$ cat config.mk
export PLATFORM = sky130hd
export DESIGN_NAME = coin_spawn_controller
export DESIGN_NICKNAME = d
export VERILOG_FILES = /design/src/rtl/coin_spawn_controller.sv
export SDC_FILE = /design/constraint.sdc
export NUM_CORES = 1
export LEC_CHECK = 0
export ABC_AREA = 1
export CAP_MARGIN = 20
export CELL_PAD_IN_SITES_DETAIL_PLACEMENT = 2
export CELL_PAD_IN_SITES_GLOBAL_PLACEMENT = 2
export CORE_MARGIN = 10
export CORE_UTILIZATION = 33
export DETAILED_ROUTE_END_ITERATION = 10
export GPL_TIMING_DRIVEN = 1
export PLACE_DENSITY_LB_ADDON = 0.25
export SYNTH_ARGS = -nofsm -noshare
export SYNTH_HDL_FRONTEND = slang
export SYNTH_SLANG_ARGS = --single-unit
$ cat constraint.sdc
create_clock -name i_clk -period 3.7 [get_ports i_clk]
set_clock_uncertainty 0.05 [all_clocks]
set_input_delay 0.925 -clock i_clk [delete_from_list [all_inputs] [get_ports i_clk]]
set_output_delay 0.925 -clock i_clk [all_outputs]
set_load 0.005 [all_outputs]
$ cat src/rtl/coin_spawn_controller.sv
// coin_spawn_controller
//   Spawns one coin at a time into one of three lanes. Timing comes from
//   frame ticks derived from the asynchronous v_sync strobe. A spawned coin
//   stays active until it is collected (penguin hit) or until it has been on
//   screen for TRAVEL_FRAMES ticks (a miss). After that comes a clear phase and
//   then a gap of GAP_FRAMES ticks before the next coin.
//
// Build option:
//   COIN_SPAWN_LFSR_EN  defined   : lane is picked by a 16-bit Galois LFSR
//                       undefined : lane is picked round-robin 01,10,11,...
//
// Ports:
//   i_clk          in   1   system clock, rising edge
//   i_rst          in   1   synchronous active-high reset
//   i_v_sync       in   1   asynchronous frame strobe
//   i_game_run     in   1   high enables spawning
//   i_penguin_hit  in   1   coin collected (level from coin generator)
//   o_active       out  2   lane of the live coin: 00 none, 01 L, 10 M, 11 R
//   o_spawn_pulse  out  1   one-cycle pulse per spawn
//   o_coins        out  12  collected coins, saturating at 4095
//   o_misses       out  8   missed coins, saturating at 255
//
// state  | meaning
// -------+--------------------------------------------------------------
// IDLE   | game stopped, no coin
// GAP    | counting frame ticks before the next spawn
// SPAWN  | single cycle: pick a lane, pulse o_spawn_pulse
// ACTIVE | coin on screen, waiting for a hit or the travel timeout
// CLEAR  | coin gone; wait for a frame tick with the hit level low

module coin_spawn_controller #(
  parameter int          GAP_FRAMES    = 60,
  parameter int          TRAVEL_FRAMES = 120,
  parameter logic [15:0] LFSR_SEED     = 16'hACE1
) (
  input  logic        i_clk,
  input  logic        i_rst,
  input  logic        i_v_sync,
  input  logic        i_game_run,
  input  logic        i_penguin_hit,
  output logic [1:0]  o_active,
  output logic        o_spawn_pulse,
  output logic [11:0] o_coins,
  output logic [7:0]  o_misses
);

  typedef enum logic [2:0] {
    ST_IDLE   = 3'd0,
    ST_GAP    = 3'd1,
    ST_SPAWN  = 3'd2,
    ST_ACTIVE = 3'd3,
    ST_CLEAR  = 3'd4
  } state_t;

  localparam logic [7:0] GAP_LAST    = 8'(GAP_FRAMES - 1);
  localparam logic [7:0] TRAVEL_LAST = 8'(TRAVEL_FRAMES - 1);

  state_t      state;
  state_t      state_nxt;
  logic        vs_meta;
  logic        vs_sync;
  logic        vs_prev;
  logic        frame_tick;
  logic [7:0]  frame_cnt;
  logic        clear_tick_seen;
  logic        coin_hit;
  logic        coin_miss;
  logic [1:0]  new_lane;
  logic [1:0]  active_d;

  // ---------------------------------------------------------------------
  // v_sync synchroniser and rising-edge detect
  // ---------------------------------------------------------------------
  always_ff @(posedge i_clk) begin
    if (i_rst) begin
      vs_meta <= 1'b0;
      vs_sync <= 1'b0;
      vs_prev <= 1'b0;
    end else begin
      vs_meta <= i_v_sync;
      vs_sync <= vs_meta;
      vs_prev <= vs_sync;
    end
  end

  assign frame_tick = vs_sync & ~vs_prev;

  // ---------------------------------------------------------------------
  // Lane source
  // ---------------------------------------------------------------------
`ifdef COIN_SPAWN_LFSR_EN
  logic [15:0] lfsr;

  // Right-shifting Galois form of x^16 + x^14 + x^13 + x^11 + 1
  always_ff @(posedge i_clk) begin
    if (i_rst) begin
      lfsr <= LFSR_SEED;
    end else begin
      lfsr <= {1'b0, lfsr[15:1]} ^ (lfsr[0] ? 16'hB400 : 16'h0000);
    end
  end

  // Lane 00 would mean "no coin", so fold it onto the middle lane
  assign new_lane = (lfsr[1:0] == 2'b00) ? 2'b10 : lfsr[1:0];
`else
  logic [1:0] rr_ptr;
  logic       unused_seed;

  assign unused_seed = ^LFSR_SEED;

  always_ff @(posedge i_clk) begin
    if (i_rst) begin
      rr_ptr <= 2'b01;
    end else if (state == ST_SPAWN) begin
      rr_ptr <= (rr_ptr == 2'b11) ? 2'b01 : rr_ptr + 2'd1;
    end
  end

  assign new_lane = rr_ptr;
`endif

  // ---------------------------------------------------------------------
  // FSM: state register
  // ---------------------------------------------------------------------
  always_ff @(posedge i_clk) begin
    if (i_rst) begin
      state <= ST_IDLE;
    end else begin
      state <= state_nxt;
    end
  end

  // ---------------------------------------------------------------------
  // FSM: next state
  // ---------------------------------------------------------------------
  always_comb begin
    state_nxt = state;
    if (!i_game_run) begin
      state_nxt = ST_IDLE;
    end else begin
      unique case (state)
        ST_IDLE: state_nxt = ST_GAP;
        ST_GAP: begin
          if (frame_tick && frame_cnt == GAP_LAST) state_nxt = ST_SPAWN;
        end
        ST_SPAWN: state_nxt = ST_ACTIVE;
        ST_ACTIVE: begin
          if (i_penguin_hit) begin
            state_nxt = ST_CLEAR;
          end else if (frame_tick && frame_cnt == TRAVEL_LAST) begin
            state_nxt = ST_CLEAR;
          end
        end
        ST_CLEAR: begin
          // Hold off until downstream has had a whole idle frame to drop its hit flag
          if ((clear_tick_seen || frame_tick) && !i_penguin_hit) state_nxt = ST_GAP;
        end
        default: state_nxt = ST_IDLE;
      endcase
    end
  end

  // ---------------------------------------------------------------------
  // FSM: outputs and datapath controls
  // ---------------------------------------------------------------------
  always_comb begin
    o_spawn_pulse = (state == ST_SPAWN);
    coin_hit      = i_game_run && (state == ST_ACTIVE) && i_penguin_hit;
    coin_miss     = i_game_run && (state == ST_ACTIVE) && !i_penguin_hit &&
                    frame_tick && (frame_cnt == TRAVEL_LAST);
    active_d      = 2'b00;
    if (state_nxt == ST_ACTIVE) begin
      active_d = (state == ST_SPAWN) ? new_lane : o_active;
    end
  end

  // ---------------------------------------------------------------------
  // Frame counter, clear-phase tick flag, lane register, score counters
  // ---------------------------------------------------------------------
  always_ff @(posedge i_clk) begin
    if (i_rst) begin
      frame_cnt       <= 8'd0;
      clear_tick_seen <= 1'b0;
      o_active        <= 2'b00;
      o_coins         <= 12'd0;
      o_misses        <= 8'd0;
    end else begin
      o_active <= active_d;

      if (state_nxt != state) begin
        frame_cnt <= 8'd0;
      end else if (frame_tick && (state == ST_GAP || state == ST_ACTIVE)) begin
        frame_cnt <= frame_cnt + 8'd1;
      end

      if (state != ST_CLEAR || state_nxt != ST_CLEAR) begin
        clear_tick_seen <= 1'b0;
      end else if (frame_tick) begin
        clear_tick_seen <= 1'b1;
      end

      if (coin_hit && o_coins != 12'hFFF) begin
        o_coins <= o_coins + 12'd1;
      end
      if (coin_miss && o_misses != 8'hFF) begin
        o_misses <= o_misses + 8'd1;
      end
    end
  end

endmodule
==> flow_summary.yaml, run 1 <==
logic_synthesis:
  synthCells: 286
  ys_seq_area_frac: 0.3692
  synth_top_area_cell: "dfxtp_1"
  syn_area_um2: 2115
  ys_seq_elements: 39
  synth_flop_cell: "dfxtp_1"
  netlist_top_cells_area: "dfxtp_1, nand2_1, inv_1"
  post_synth.cell_area_avg_um2: 7.393
  synth_warnings: 0
  syn_nets: 295
  async_flop_share: 0
  ys_types: 33
  synth_top_area_share: 0.3692
  synth-edff-count: 0
pwr:
  p_seq_frac: 0.552
  combPwrFrac: 0.047
  power_switching_w: 0.0001871
  sw_frac_of_total: 0.2442
  p_leak_nw: 0.9108
  ir_drop_mv: 0.1308
  power_density_nw_per_um2: 300.0
  p_int_w: 0.0005791
  p_clk_frac: 0.401
floorplanning:
  ios: 28
  start_util: 0.3369
  die_y_um: 100.0
  core_um2: 6277
  row_count: 29
  dieArea_um2: 10010
  die_w_um: 100.0
setup_path:
  ff2ff_setup_slack_ns: 1.90
  crit_path_end: "o_spawn_pulse"
  reg2reg_from: "o_coins[0]$_SDFFE_PP0P_"
  end_kind: "primary output"
  worstSetupStartpointType: "register"
  crit_family: "buffers and inverters"
  r2r-end: "o_coins[4]$_SDFFE_PP0P_"
  cp_slowest_cell: "clkdlybuf4s50_1"
  worstPathCellList: "nor2_1 -> nand2_1 -> inv_1 -> clkdlybuf4s50_1"
  cp.depth: 4
  cpPeakStageDelay_ns: 0.53
  cp_max_fo: 6
  worstSetupStartpoint: "state[0]$_SDFF_PP0_"
  path_buf_inv: 2
  path_class: "reg2out"
  crit_required_ns: 2.72
  crit_arrival_ns: 1.66
  rr_worst_depth: 11
global_routing:
  grt_pass1_vias: 2063
  grt_overflow_total: 0
  grt_max_degree: 20
  groute.usage.overall: 0.1153
  antenna_found_initial: 0
  grt_pass1_wl_mm: 9.508
finish:
  nFillCells: 748
  seq_area_um2: 780.7
  final_common_cell: "nand2_1"
  final_layout_size_suffix_gt1_frac: 0.1546
  area_growth_pct: 20.77
  multi_input_area_um2: 1147
  nets: 326
  num_antenna_cells: 0
  layout_common_cells: "nand2_1, dfxtp_1, inv_1, clkdlybuf4s50_1, nor2_1"
cts:
  cts_sinks: 39
  cts.reportedPaths.clkPinSlew_ns: 0.08
  insertion_delay_ns: 0.30
  cts-htree-levels: 2
  cts_tree: "built"
  numCtsBuffers: 5
  ctsLongestPathBuffers: 2
  postCtsResizedCells: 0
  cts_setup_buffers: 0
  cts_hold_buf: 0
  root_buffer: "clkbuf_8"
drt:
  routed_via_density: 4.860
  vias: 1915
  ant_nets: 0
  drt_iter0_drc: 41
  routed_wl_mm: 5.677
  firstDrtPassIters: 4
  avgRoutedWirePerCell_um: 14.41
  drcViolationCount: 0
sta:
  rsz0062_at_grt: "false"
  hold_violations: 0
  worst_slew_pin_slew_ns: 0.4820
  post-route-period-util: 0.7123
  tns_ns: 0
  drv_slew: 0
  slew_headroom: 0.6783
  holdWs_ns: 0.3662
  period_minus_slack_ns: 2.636
  clock.fmax_mhz: 379.4
  setup_slack_ns: 1.064
  setup_viol: 0
hold_path:
  hold_class: "reg2reg"
placement:
  buffer_ports.inserted: 27
  place_congestion: 0.7643
  dpl.hpwl_mm: 4.375
  dp_slack_ns: 1.095
flow_run:
  maxCapViolCount: 0
outcome:
  outcome: "complete, no violations"
-- kinds of logic after synthesis --
logic type      Yosys count  share of synthesized area
simple gates            150                     0.3793
buf+inv                  47                    0.08817
flops                    39                     0.3692
compound gates           32                    0.08106
xor+xnor                 13                    0.05385
fa+ha+maj                 4                    0.02367
mux                       1                   0.004734
-- per-layer routing --
metal / GRT usage / share of wire
met1: 0.1350 / 0.46
met2: 0.1931 / 0.48
met3: 0.04190 / 0.055
met4: 0.03261 / 0.0099
met5: 0 / 0
-- power by group through the flow --
stage	Sequential (W)	Clock, W	Combinational, W
floorplan	0.000432	0	0.0000242
global placement	0.000433	0	0.0000360
detailed placement	0.000433	0	0.0000367
CTS	0.000423	0.000320	0.0000373
global route	0.000423	0.000336	0.0000403
finish	0.000423	0.000307	0.0000362
-- sequential cells by signal, indices dropped and copies added, names as in the netlist --
name,cells
o_coins,12
vs_sync,1
o_misses,8
new_lane,2
frame_cnt,8
vs_prev,1
vs_meta,1
state,3
clear_tick_seen,1
o_active,2
-- stage by stage --
| step | power, W | std cells | area (um2) | util |
|---|---|---|---|---|
| 2_1_floorplan | 0.0004566 | 286 | 2115 | - |
| 3_3_place_gp | 0.0004688 | 387 | 2466 | 0.3929 |
| 3_5_place_dp | 0.0004695 | 387 | 2466 | 0.3929 |
| 4_1_cts | 0.0007806 | 394 | 2554 | 0.4068 |
| 5_1_grt | 0.0008000 | 394 | 2554 | 0.4068 |
| 6_report | 0.0007662 | 394 | 2554 | 0.4068 |
-- synth_stat cells (2+ instances only) --
library cell and number:
nor2_4 3, inv_2 4, nand4_1 4, nor2_2 5
inv_1 38, xnor2_1 4, nor3b_2 2, nor3_2 8
o21ai_0 3, o21ai_1 7, nand3_1 19, nor2_1 23
dfxtp_1 39, nand2_2 10, a21oi_1 19, nand3_2 4
clkbuf_1 2, ha_1 4, nand2_1 58, xor2_1 9
nor3_1 9
-- cell type report --
class                      count  share of cell area
clock inverter                 1            0.001960
sequential                    39              0.3057
inverter                      43             0.06418
clock buffer                   6             0.03234
timing repair buffer          28              0.1088
tap                           77             0.03773
multi-input combinational    200              0.4493
-- worst min path at each step --
stage                       start            endpoint  slack, ns  cells past startpoint
3_3_place_gp   vs_meta$_SDFF_PP0_  vs_sync$_SDFF_PP0_       0.36                      2
5_1_grt        vs_meta$_SDFF_PP0_  vs_sync$_SDFF_PP0_       0.39                      2
6_report       vs_meta$_SDFF_PP0_  vs_sync$_SDFF_PP0_       0.37                      2
4_1_cts        vs_meta$_SDFF_PP0_  vs_sync$_SDFF_PP0_       0.37                      2
2_1_floorplan  vs_meta$_SDFF_PP0_  vs_sync$_SDFF_PP0_       0.34                      2
3_5_place_dp   vs_meta$_SDFF_PP0_  vs_sync$_SDFF_PP0_       0.35                      2
-- tightest hold or removal path, cell delays in order, from the launching register on --
cell and delay, ns:
dfxtp_1 0.30, inv_1 0.05, nor2_1 0.03
Power figures use the tool's default switching activity.
==> run 2: changes to the inputs <==
Settings changed: CORE_UTILIZATION 33 to 28.
Clock period 3.7 ns to 2.4 ns, I/O delays scaled along.
==> run 2 against run 1 <==
Via count shrank 0.68%. Cell count grew 6.3%. Flip-flop and latch count is the same. Routed wire length grew 3.3%. Worst hold slack lost 0.0060 ns. Sequential share of layout area decreased by 0.84 points. Global-route usage decreased by 0.80 points. Register-to-register slack got worse by 1.3 ns. Power up 67%. Cell area up 2.8%. First-iteration DRC count is 7.3% higher.
==> flow_summary.yaml, run 2 (same netlist as run 1, synthesis figures left out) <==
cts:
  root_buffer: "clkbuf_8"
  cts_hold_buf: 0
  ctsLongestPathBuffers: 2
  postCtsResizedCells: 0
  numCtsBuffers: 5
  cts.reportedPaths.clkPinSlew_ns: 0.08
  cts_sinks: 39
  cts-htree-levels: 2
  cts_tree: "built"
  cts_setup_buffers: 0
  insertion_delay_ns: 0.29
setup_path:
  ff2ff_setup_slack_ns: 0.56
  rr_worst_depth: 11
  reg2reg_from: "frame_cnt[1]$_SDFFE_PP0P_"
  cp_slowest_cell: "clkdlybuf4s50_1"
  crit_required_ns: 1.75
  path_class: "reg2out"
  r2r-end: "frame_cnt[5]$_SDFFE_PP0P_"
  cpPeakStageDelay_ns: 0.53
  crit_arrival_ns: 1.59
  worstSetupStartpointType: "register"
  cp_max_fo: 5
  worstPathCellList: "nor2_1 -> nand2_1 -> inv_1 -> clkdlybuf4s50_1"
  end_kind: "primary output"
drt:
  route.met2.wl_mm: 2.687
  drcViolationCount: 0
  routed_wl_mm: 5.864
  ant_nets: 0
  avgRoutedWirePerCell_um: 14.00
  vias: 1902
  routed_via_density: 4.539
  top_layer_used: "met4"
  wl_met3_um: 261
  wl_met1_mm: 2.844
  firstDrtPassIters: 3
  drt_iter0_drc: 44
floorplanning:
  ios: 28
  row_count: 31
  die_w_um: 106.9
  core_um2: 7292
  dieArea_um2: 11430
  start_util: 0.2900
  die_y_um: 106.9
global_routing:
  grt_pass1_vias: 2060
  grt_pass1_wl_mm: 10.09
  antenna_found_initial: 0
  grt_max_degree: 19
  groute.usage.overall: 0.1073
  grt_overflow_total: 0
finish:
  nFillCells: 894
  multi_input_area_um2: 1147
  num_antenna_cells: 0
  layout.cells.non_filler: 419
  final_common_cell: "nand2_1"
  area_growth_pct: 24.20
  final_layout_size_suffix_gt1_frac: 0.1625
  reg_top3: "o_coins (12), frame_cnt (8), o_misses (8)"
  seq_area_um2: 780.7
  largest_reg_flops: 12
  regMostFlops: "o_coins"
  layout_common_cells: "nand2_1, dfxtp_1, inv_1, clkdlybuf4s50_1, nor2_1"
  nets: 328
  postLayoutCellArea_um2: 2626
placement:
  buffer_ports.inserted: 27
  place_congestion: 0.7513
  placedCellCount: 411
  dpl.hpwl_mm: 4.522
  placed_area_um2: 2509
sta:
  period_minus_slack_ns: 2.242
  hold_violations: 0
  clock.fmax_mhz: 446.0
  drv_slew: 0
  slew_headroom: 0.7052
  tns_ns: 0
  setup_viol: 0
  worst_slew_pin_slew_ns: 0.4416
  post-route-period-util: 0.9342
  rsz0062_at_grt: "false"
pwr:
  p_leak_nw: 0.9333
  ir_drop_mv: 0.2137
  power_density_nw_per_um2: 488.1
hold_path:
  hold_start: "vs_meta$_SDFF_PP0_"
  min_to: "vs_sync$_SDFF_PP0_"
  hold_class: "reg2reg"
  min_path_cells: 2
outcome:
  outcome: "complete, no violations"
flow_run:
  maxCapViolCount: 0
==> run 2: worst max-delay path: cells and delay by family (launching register included) <==
family                 cells  cell delay (ns)
buffers and inverters      2             0.67
flip-flops                 1             0.37
AND/OR/NAND/NOR            2             0.27
==> run 2: per-layer routing <==
layer / global-route usage / up-vias
met1: 0.1359 / 894
met5: 0 / -
met2: 0.1721 / 25
li1: - / 977
met4: 0.03385 / 0
met3: 0.02994 / 6
==> run 2: power breakdown <==
group / internal, W / switching, W
clock: 0.000337 / 0.000238
combinational: 0.0000170 / 0.0000379
sequential: 0.000650 / 0.00000263
==> run 2: how the worst max path moves through the flow <==
stage	start	end	cells past startpoint
global placement	i_penguin_hit	frame_cnt[7]$_SDFFE_PP0P_	10
finish	state[0]$_SDFF_PP0_	o_spawn_pulse	4
floorplan	i_rst	o_coins[0]$_SDFFE_PP0P_	5
global route	state[0]$_SDFF_PP0_	o_spawn_pulse	4
detailed placement	i_penguin_hit	frame_cnt[5]$_SDFFE_PP0P_	10
CTS	state[0]$_SDFF_PP0_	o_spawn_pulse	4
==> run 2: final cells by class <==
type,instances,share of cell area
Tap cell,99,0.04717
Clock inverter,2,0.01334
Sequential cell,39,0.2973
Multi-Input combinational cell,200,0.4369
Timing Repair Buffer,30,0.1115
Clock buffer,6,0.03144
Inverter,43,0.06241
==> run 2: metrics by stage <==
step,hold WS [ns],total power [W],util,worst slack (ns)
6_report,0.3601,0.001282,0.3602,0.1579
5_1_grt,0.3921,0.001340,0.3602,0.006116
3_3_place_gp,0.3600,0.0007226,0.3440,0.2180
4_1_cts,0.3698,0.001315,0.3602,0.09598
3_5_place_dp,0.3644,0.0007238,0.3440,0.1469
2_1_floorplan,0.3383,0.0007039,-,0.8458
==> run 3: changes to the inputs <==
Settings changed: CAP_MARGIN 20 to default.
==> results of run 3 <==
Final layout, timing and power as in run 2 (identical DEF).
